<file path="src/rtl/sram_parity_writer.sv">
// rtl/sram_parity_writer.sv - SRAM write sequencer with per-byte even parity generation
//
// Accepts one write request at a time and plays it out to an asynchronous
// SRAM as SETUP (address/data settle), STROBE (we high for WR_CYCLES cycles)
// and HOLD (we low, address/data still held). Each byte carries a parity bit
// chosen so the 9-bit byte-plus-parity group has even parity.
//
// Ports:
//   clk, rst                 clock, asynchronous active-high reset
//   req_valid/req_ready      request handshake (ready only in IDLE)
//   req_addr/req_data/req_be request word address, data, byte enables
//   sram_addr/sram_data      registered SRAM address and data
//   sram_parity/sram_be      registered parity bits and byte enables
//   sram_we                  registered SRAM write strobe
//   busy                     high whenever a write is in progress
//   wr_count                 count of completed writes (wraps)

module sram_parity_writer #(
    parameter int ADDR_W    = 10,
    parameter int WR_CYCLES = 2
) (
    input  logic              clk,
    input  logic              rst,
    input  logic              req_valid,
    output logic              req_ready,
    input  logic [ADDR_W-1:0] req_addr,
    input  logic [31:0]       req_data,
    input  logic [3:0]        req_be,
    output logic [ADDR_W-1:0] sram_addr,
    output logic [31:0]       sram_data,
    output logic [3:0]        sram_parity,
    output logic [3:0]        sram_be,
    output logic              sram_we,
    output logic              busy,
    output logic [15:0]       wr_count
);

    typedef enum logic [1:0] {
        IDLE   = 2'd0,
        SETUP  = 2'd1,
        STROBE = 2'd2,
        HOLD   = 2'd3
    } state_t;

    // Counter value on the final strobe cycle.
    localparam logic [3:0] STROBE_LAST = 4'(WR_CYCLES - 1);

    state_t              state_q;
    logic [3:0]          cnt_q;
    logic [ADDR_W-1:0]   addr_q;
    logic [31:0]         data_q;
    logic [3:0]          parity_q;
    logic [3:0]          be_q;
    logic                we_q;
    logic [15:0]         wr_count_q;

    logic [3:0]          parity_d;
    logic                handshake;

    // Parity bit equals the XOR of its byte, making each group even.
    always_comb begin
        parity_d = 4'b0000;
        for (int i = 0; i < 4; i++) begin
            parity_d[i] = ^req_data[8*i +: 8];
        end
    end

    assign req_ready = (state_q == IDLE);
    assign busy      = (state_q != IDLE);
    assign handshake = req_valid && req_ready;

    always_ff @(posedge clk or posedge rst) begin
        if (rst) begin
            state_q    <= IDLE;
            cnt_q      <= 4'd0;
            addr_q     <= '0;
            data_q     <= 32'd0;
            parity_q   <= 4'd0;
            be_q       <= 4'd0;
            we_q       <= 1'b0;
            wr_count_q <= 16'd0;
        end else begin
            case (state_q)
                IDLE: begin
                    if (handshake) begin
                        addr_q   <= req_addr;
                        data_q   <= req_data;
                        parity_q <= parity_d;
                        be_q     <= req_be;
                        // An all-zero byte mask writes nothing: latch it but
                        // never start an SRAM cycle.
                        if (req_be != 4'b0000) begin
                            state_q <= SETUP;
                        end
                    end
                end
                SETUP: begin
                    state_q <= STROBE;
                    we_q    <= 1'b1;
                    cnt_q   <= 4'd0;
                end
                STROBE: begin
                    if (cnt_q == STROBE_LAST) begin
                        state_q <= HOLD;
                        we_q    <= 1'b0;
                    end else begin
                        cnt_q <= cnt_q + 4'd1;
                    end
                end
                HOLD: begin
                    state_q    <= IDLE;
                    wr_count_q <= wr_count_q + 16'd1;
                end
                default: begin
                    state_q <= IDLE;
                    we_q    <= 1'b0;
                end
            endcase
        end
    end

    assign sram_addr   = addr_q;
    assign sram_data   = data_q;
    assign sram_parity = parity_q;
    assign sram_be     = be_q;
    assign sram_we     = we_q;
    assign wr_count    = wr_count_q;

endmodule

</file>
<file path="config.mk">
export PLATFORM = sky130hd
export DESIGN_NAME = sram_parity_writer
export DESIGN_NICKNAME = d
export VERILOG_FILES = /design/src/rtl/sram_parity_writer.sv
export SDC_FILE = /design/constraint.sdc
export NUM_CORES = 1
export LEC_CHECK = 0
export CAP_MARGIN = 20
export CELL_PAD_IN_SITES_DETAIL_PLACEMENT = 0
export CELL_PAD_IN_SITES_GLOBAL_PLACEMENT = 1
export CORE_MARGIN = 10
export CORE_UTILIZATION = 31
export DETAILED_ROUTE_END_ITERATION = 6
export PLACE_DENSITY = 0.77
export SLEW_MARGIN = 5
export SYNTH_ARGS = -nofsm -noshare
export SYNTH_HDL_FRONTEND = slang
export SYNTH_SLANG_ARGS = --single-unit
</file>
<file path="constraint.sdc">
create_clock -name clk -period 2.1 [get_ports clk]
set_input_delay 0.42 -clock clk [delete_from_list [all_inputs] [get_ports clk]]
set_output_delay 0.42 -clock clk [all_outputs]
set_load 0.01 [all_outputs]
</file>
==> flow_metrics.py, run 1 <==
metrics = {
    "outcome": {
        "status": "finished clean",
    },
    "logic_synthesis": {
        "postSynthAreaPerCell_um2": 13.6,
        "synth_warnings": 0,
        "postSynthNetCount": 292,
        "synth_seq_area_share_pct": 57.1,
        "synth-edff-count": 0,
        "flop_and_latch_count_out_of_synthesis": 73,
        "synth.area.top_cells": "sky130_fd_sc_hd__dfrtp_1, sky130_fd_sc_hd__mux2_2, sky130_fd_sc_hd__xnor2_1",
        "yosys.area.top_type": "sky130_fd_sc_hd__dfrtp_1",
        "synthesis.area_mm2": 0.00320,
        "top_flip_flop_cell_by_instance_count_after_synthesis": "sky130_fd_sc_hd__dfrtp_1",
        "synth_top_cell_area_share_pct": 57.1,
        "asyncSetResetFlopFracSynth_pct": 100,
        "unique_masters_post_synth": 27,
        "syn-instance-count": 235,
    },
    "clocking": {
        "number_of_buffers_added_by_the_clock_tree_synthesis_step": 9,
        "clock_transition_at_the_register_clock_pins_on_the_worst_setup_and_hold_paths_after_cts_ns": 0.08,
        "tritoncts": "built",
        "cts_root_buffer": "sky130_fd_sc_hd__clkbuf_8",
        "h_tree_depth": 3,
        "max-clock-path-buffers": 2,
        "worst_skew_pair.late_latency_ns": 0.34,
        "cts.sinks": 73,
    },
    "timing": {
        "period_needed_ns": 1.83,
        "setup_repair_after_global_routing_missed_its_margin": "no",
        "clock.fmax_mhz": 547,
        "slew-limit-headroom_pct": 62.1,
        "slew_viol_final": 0,
        "final-setup-viol-count": 0,
        "tns_ns": 0,
        "final_worst_path_setup_slack_ns": 0.271,
        "timing.final.crit_share_pct": 87.1,
        "number_of_endpoints_with_negative_hold_slack_in_the_final_report": 0,
        "final.setup_skew_ns": 0.0122,
        "worstMarginPinSlew_ns": 0.568,
        "hold-worst-slack_ns": 0.478,
    },
    "critical_path": {
        "r2r-end": "wr_count[15]",
        "worst-endpoint-arrival_ns": 1.41,
        "crit_family": "buffers and inverters",
        "critical_path.endpoint_type": "primary output",
        "critPathSlowestCell": "sky130_fd_sc_hd__clkdlybuf4s50_1",
        "worst_ep_required_time_ns": 1.68,
        "cp-start-kind": "flop",
        "startpoint": "wr_count[6]",
        "crit_path_cell_trace": "clkdlybuf4s50_1",
        "worst-r2r-setup-slack_ns": 0.44,
        "worstReg2RegStart": "state_q[1]",
        "crit_type": "reg -> out",
        "r2r.worst_path.cells": 6,
        "worst-path-max-fanout": 6,
        "worstPathBufferInverterCount": 1,
        "timing.critical_path.slowest_cell_delay_ns": 0.59,
    },
    "pwr": {
        "static_power_due_to_leakage_nw": 2.02,
        "cellPowerDensity_mw_per_mm2": 1360,
        "power.ir.vdd_worst_uv": 569,
    },
    "detailed_routing": {
        "highest-signal-layer": "met4",
        "postRouteAntennaNets": 0,
        "detail_route.vias_per_cell": 4.32,
        "routed-wl-met2_mm": 3.58,
        "detailroute.wirelength.met3_um": 765,
        "vias": 2184,
        "detail_route.iter0.violations": 50,
        "drt-wirelength-per-cell_um": 15.4,
        "detailedRoute.firstPassIterationCount": 4,
        "drt_wl_total_mm": 7.78,
        "route.detailed.drc": 0,
        "route.layer.met1.wl_mm": 3.33,
    },
    "finish": {
        "postLayoutCoreUtil_pct": 47.7,
        "number_of_antenna_diodes": 0,
        "layout-drive-gt1-share_pct": 21.1,
        "final_cell_mix": "sky130_fd_sc_hd__clkdlybuf4s50_1, sky130_fd_sc_hd__dfrtp_1, sky130_fd_sc_hd__mux2_2",
        "fill_cells": 961,
        "fin_nets": 421,
        "syn2layout_area_growth_pct": 52.0,
        "stdcell_count": 505,
        "final_common_cell": "sky130_fd_sc_hd__clkdlybuf4s50_1",
    },
    "grt": {
        "grt_pass1_vias": 2430,
        "number_of_antenna_violations_at_the_first_check_in_global_routing": 0,
        "globalRouteOverflowTotal": 0,
        "track_usage_pct": 10.7,
        "grt_start_max_net_pins": 36,
        "grt_first_pass_wirelength_mm": 12.5,
    },
    "floorplanning": {
        "floorplan.die_area_mm2": 0.0148,
        "core_area_mm2": 0.0102,
        "floorplan.rows": 37,
        "fp.dieH_um": 122,
        "start_util_pct": 31.4,
        "floorplan.io_pins": 118,
        "overall_die_width_um": 122,
    },
    "place": {
        "placed_cells": 487,
        "dp_hpwl_mm": 6.00,
        "portBuffers": 117,
        "pre_cts_ws_ns": 0.242,
        "finalWeightedCongestion": 0.698,
    },
    "run": {
        "max-cap-violations": 0,
    },
    "min_path": {
        "worstHoldPathType": "in -> async",
    },
}
[power by group]
part           internal [mW]  switching, mW  total (mW)
clock network          0.828          0.517        1.34
logic                   1.79           1.13        2.93
registers               2.01          0.341        2.35
total                   4.63           1.99        6.62
[worst max-delay path by stage]
stage	endpoint	depth (start not counted)
6_report	wr_count[6]	1
5_1_grt	wr_count[6]	1
4_1_cts	busy	4
3_5_place_dp	state_q[1]	5
3_3_place_gp	state_q[1]	5
2_1_floorplan	sram_addr[5]	5
[final cells by class]
class | count | area (µm²) | share of cell area [%]
inverter | 6 | 26.3 | 0.541
multi-input combinational | 151 | 1340 | 27.5
clock inverter | 4 | 98.8 | 2.03
sequential | 73 | 1830 | 37.6
timing repair buffer | 123 | 1250 | 25.8
clock buffer | 12 | 145 | 2.99
tap | 136 | 170 | 3.50
[worst reg2reg max path: cells and delay by family (launching register included)]
kind	cells	cell delay, ns
adders and majority gates	1	0.25
buffers and inverters	1	0.12
and+or+nand+nor	3	0.66
xor gates and xnor gates	1	0.15
DFF	1	0.39
[cells in the mapped netlist, types with 2 or more instances]
cell type                 count
sky130_fd_sc_hd__nand2_1     12
sky130_fd_sc_hd__and3_1       2
sky130_fd_sc_hd__inv_1        6
sky130_fd_sc_hd__xnor2_1     39
sky130_fd_sc_hd__ha_1         8
sky130_fd_sc_hd__nor2_1       5
sky130_fd_sc_hd__dfrtp_1     73
sky130_fd_sc_hd__mux2_2      47
sky130_fd_sc_hd__nand3_1      8
sky130_fd_sc_hd__buf_2        5
sky130_fd_sc_hd__xor2_1       5
sky130_fd_sc_hd__o21ai_0      7
sky130_fd_sc_hd__nand4_1      4
[metal layers]
layer	vias up	GRT usage [%]
met5	-	0
met4	0	3.80
met3	9	5.55
met2	75	16.1
met1	1042	12.8
li1	1058	-
[through the flow]
stage	cell area, µm²	total power [mW]
after floorplan	3200	3.74
after global placement	4590	5.27
after detailed placement	4590	5.34
after CTS	4830	6.72
after global routing	4860	7.10
final	4860	6.62
[repair_timing]
| item | 4_1_cts | 5_1_grt |
|---|---|---|
| gates resized for setup | 2 | 2 |
| hold buffers | 0 | 0 |
| hold endpoints to repair | 0 | 0 |
| buffers inserted | 0 | 2 |
| endpoints found under the setup margin | 2 | 1 |
[state kept, by name (all words and copies together), names as in the netlist]
register     flops
cnt_q            4
sram_addr       10
state_q          2
wr_count        16
sram_data       32
sram_we          1
sram_parity      4
sram_be          4
[logic make-up (layout without fill, tap and decap cells)]
family,after synthesis,in the layout,share of synthesized area (%)
AO/OA/AOI/OAI,10,10,1.76
AND/OR/NAND/NOR,41,41,7.40
flip-flops,73,73,57.1
adder cells (fa/ha/maj),8,8,3.13
buffers and inverters,11,145,1.49
multiplexers,48,48,17.0
XOR/XNOR,44,44,12.1
No activity file was read; power rests on OpenSTA's default activity.
==> run 2: changes to the inputs <==
==> constraint.sdc (replaced) <==
create_clock -name clk -period 1.6 [get_ports clk]
set_input_delay 0.32 -clock clk [delete_from_list [all_inputs] [get_ports clk]]
set_output_delay 0.32 -clock clk [all_outputs]
set_load 0.01 [all_outputs]
==> flow_metrics.py, run 2 (synthesis gave the netlist of run 1 again) <==
metrics = {
    "timing": {
        "final.setup_skew_ns": 0.00781,
        "worstMarginPinSlew_ns": 0.285,
        "slew_viol_final": 0,
        "period_needed_ns": 1.56,
        "final-setup-viol-count": 0,
        "timing.final.crit_share_pct": 97.4,
        "setup_repair_after_global_routing_missed_its_margin": "yes",
        "final_worst_path_setup_slack_ns": 0.0412,
        "number_of_endpoints_with_negative_hold_slack_in_the_final_report": 0,
        "slew-limit-headroom_pct": 80.8,
        "clock.fmax_mhz": 642,
    },
    "place": {
        "portBuffers": 117,
        "dp_hpwl_mm": 6.12,
        "finalWeightedCongestion": 0.709,
        "pre_cts_ws_ns": -0.160,
    },
    "detailed_routing": {
        "drt-wirelength-per-cell_um": 15.6,
        "detail_route.iter0.violations": 58,
        "route.detailed.drc": 0,
        "detailroute.wirelength.met3_um": 691,
        "routed-wl-met2_mm": 3.80,
        "postRouteAntennaNets": 0,
        "highest-signal-layer": "met4",
        "drt_wl_total_mm": 8.09,
        "detail_route.vias_per_cell": 4.32,
        "detailedRoute.firstPassIterationCount": 4,
        "route.layer.met1.wl_mm": 3.47,
        "vias": 2248,
    },
    "run": {
        "max-cap-violations": 0,
    },
    "critical_path": {
        "critical_path.endpoint_type": "primary output",
        "crit_family": "buffers and inverters",
        "timing.critical_path.slowest_cell_delay_ns": 0.55,
        "worstPathBufferInverterCount": 1,
        "critPathSlowestCell": "sky130_fd_sc_hd__clkdlybuf4s50_1",
        "crit_type": "reg -> out",
        "worst-r2r-setup-slack_ns": 0.09,
        "worst-endpoint-arrival_ns": 1.24,
        "critPathCapture": "sram_data[31]",
        "worst-path-max-fanout": 2,
        "r2r-end": "wr_count[15]",
        "r2r.worst_path.cells": 6,
        "crit_path_cell_trace": "clkdlybuf4s50_1",
        "critical_path_depth": 1,
        "worst_ep_required_time_ns": 1.28,
        "cp-start-kind": "flop",
        "worstReg2RegStart": "state_q[1]",
        "startpoint": "sram_data[31]",
    },
    "clocking": {
        "number_of_hold_repair_buffers_added_at_the_cts_stage": 0,
        "tritoncts": "built",
        "cts.sinks": 73,
        "max-clock-path-buffers": 2,
        "h_tree_depth": 3,
        "clock_transition_at_the_register_clock_pins_on_the_worst_setup_and_hold_paths_after_cts_ns": 0.08,
        "worst_skew_pair.late_latency_ns": 0.34,
        "cts_root_buffer": "sky130_fd_sc_hd__clkbuf_8",
        "number_of_buffers_added_by_the_clock_tree_synthesis_step": 9,
    },
    "grt": {
        "globalRouteOverflowTotal": 0,
        "grt_start_max_net_pins": 43,
        "grt_pass1_vias": 2426,
        "number_of_antenna_violations_at_the_first_check_in_global_routing": 0,
        "grt_first_pass_wirelength_mm": 12.9,
        "track_usage_pct": 10.9,
    },
    "pwr": {
        "combinationalPowerShare_pct": 47.0,
        "switching_share_pct": 32.4,
        "clockPowerShare_pct": 16.1,
        "cellPowerDensity_mw_per_mm2": 1660,
        "power.ir.vdd_worst_uv": 748,
        "p_seq_share_pct": 37.0,
        "p_switching_mw": 2.67,
        "internal_power_mw": 5.56,
        "static_power_due_to_leakage_nw": 2.49,
    },
    "outcome": {
        "status": "finished clean",
    },
    "finish": {
        "syn2layout_area_growth_pct": 55.5,
        "largest_register_ffs": 32,
        "number_of_antenna_diodes": 0,
        "fin_nets": 436,
        "postLayoutCoreUtil_pct": 48.8,
        "final_common_cell": "sky130_fd_sc_hd__dfrtp_1",
        "layout-drive-gt1-share_pct": 25.8,
        "final_cell_mix": "sky130_fd_sc_hd__dfrtp_1, sky130_fd_sc_hd__clkdlybuf4s50_1, sky130_fd_sc_hd__mux2_2",
    },
    "min_path": {
        "worstHoldPathType": "in -> async",
    },
    "floorplanning": {
        "floorplan.rows": 37,
        "fp.dieH_um": 122,
        "floorplan.die_area_mm2": 0.0148,
        "core_area_mm2": 0.0102,
        "floorplan.io_pins": 118,
        "overall_die_width_um": 122,
        "start_util_pct": 31.4,
    },
}
-- run 2: worst min-delay path by stage --
stage | endpoint | slack, ns
finish | cnt_q[1] | 0.38
global route | sram_be[2] | 0.39
CTS | state_q[0] | 0.37
detailed placement | wr_count[15] | 0.47
global placement | wr_count[15] | 0.46
floorplan | cnt_q[3] | 0.46
-- run 2: metal layers --
metal,track usage (%),vias to the layer above
li1,-,1092
met1,13.1,1073
met2,16.9,73
met3,4.53,10
met4,4.69,0
met5,0,-
-- run 2: final cells by class --
type                    count  area [µm²]
fillers                   923        5210
flip-flops and latches     73        1830
repair buffers            138        1430
multi-input cells         151        1350
well taps                 136         170
clock buffers              13         159
inverters                   6        26.3
clock inverters             3        15.0
-- run 2: through the flow --
stage	setup TNS, ns	std cells	hold slack [ns]	total power [mW]	area [µm²]
floorplan	-0.179	235	0.458	4.91	3200
global placement	-0.223	499	0.463	7.11	4690
finish	0	520	0.377	8.23	4970
detailed placement	-0.523	499	0.473	7.21	4690
global route	-0.0150	520	0.386	8.83	4970
CTS	0	519	0.373	8.49	4880
-- run 2: what timing repair did --
action,CTS,global route
endpoints found under the setup margin,28,58
gates resized for setup,30,40
cloned,0,0
setup buffers,4,1
pin swaps,1,1
-- run 2: power by group through the flow --
stage                     Clock (mW)  Combinational [mW]  Sequential [mW]
final                           1.32                3.86             3.04
after global routing            1.46                4.22             3.16
after CTS                       1.38                4.04             3.07
after detailed placement           0                4.10             3.11
after global placement             0                4.04             3.07
after floorplan                    0                1.47             3.43
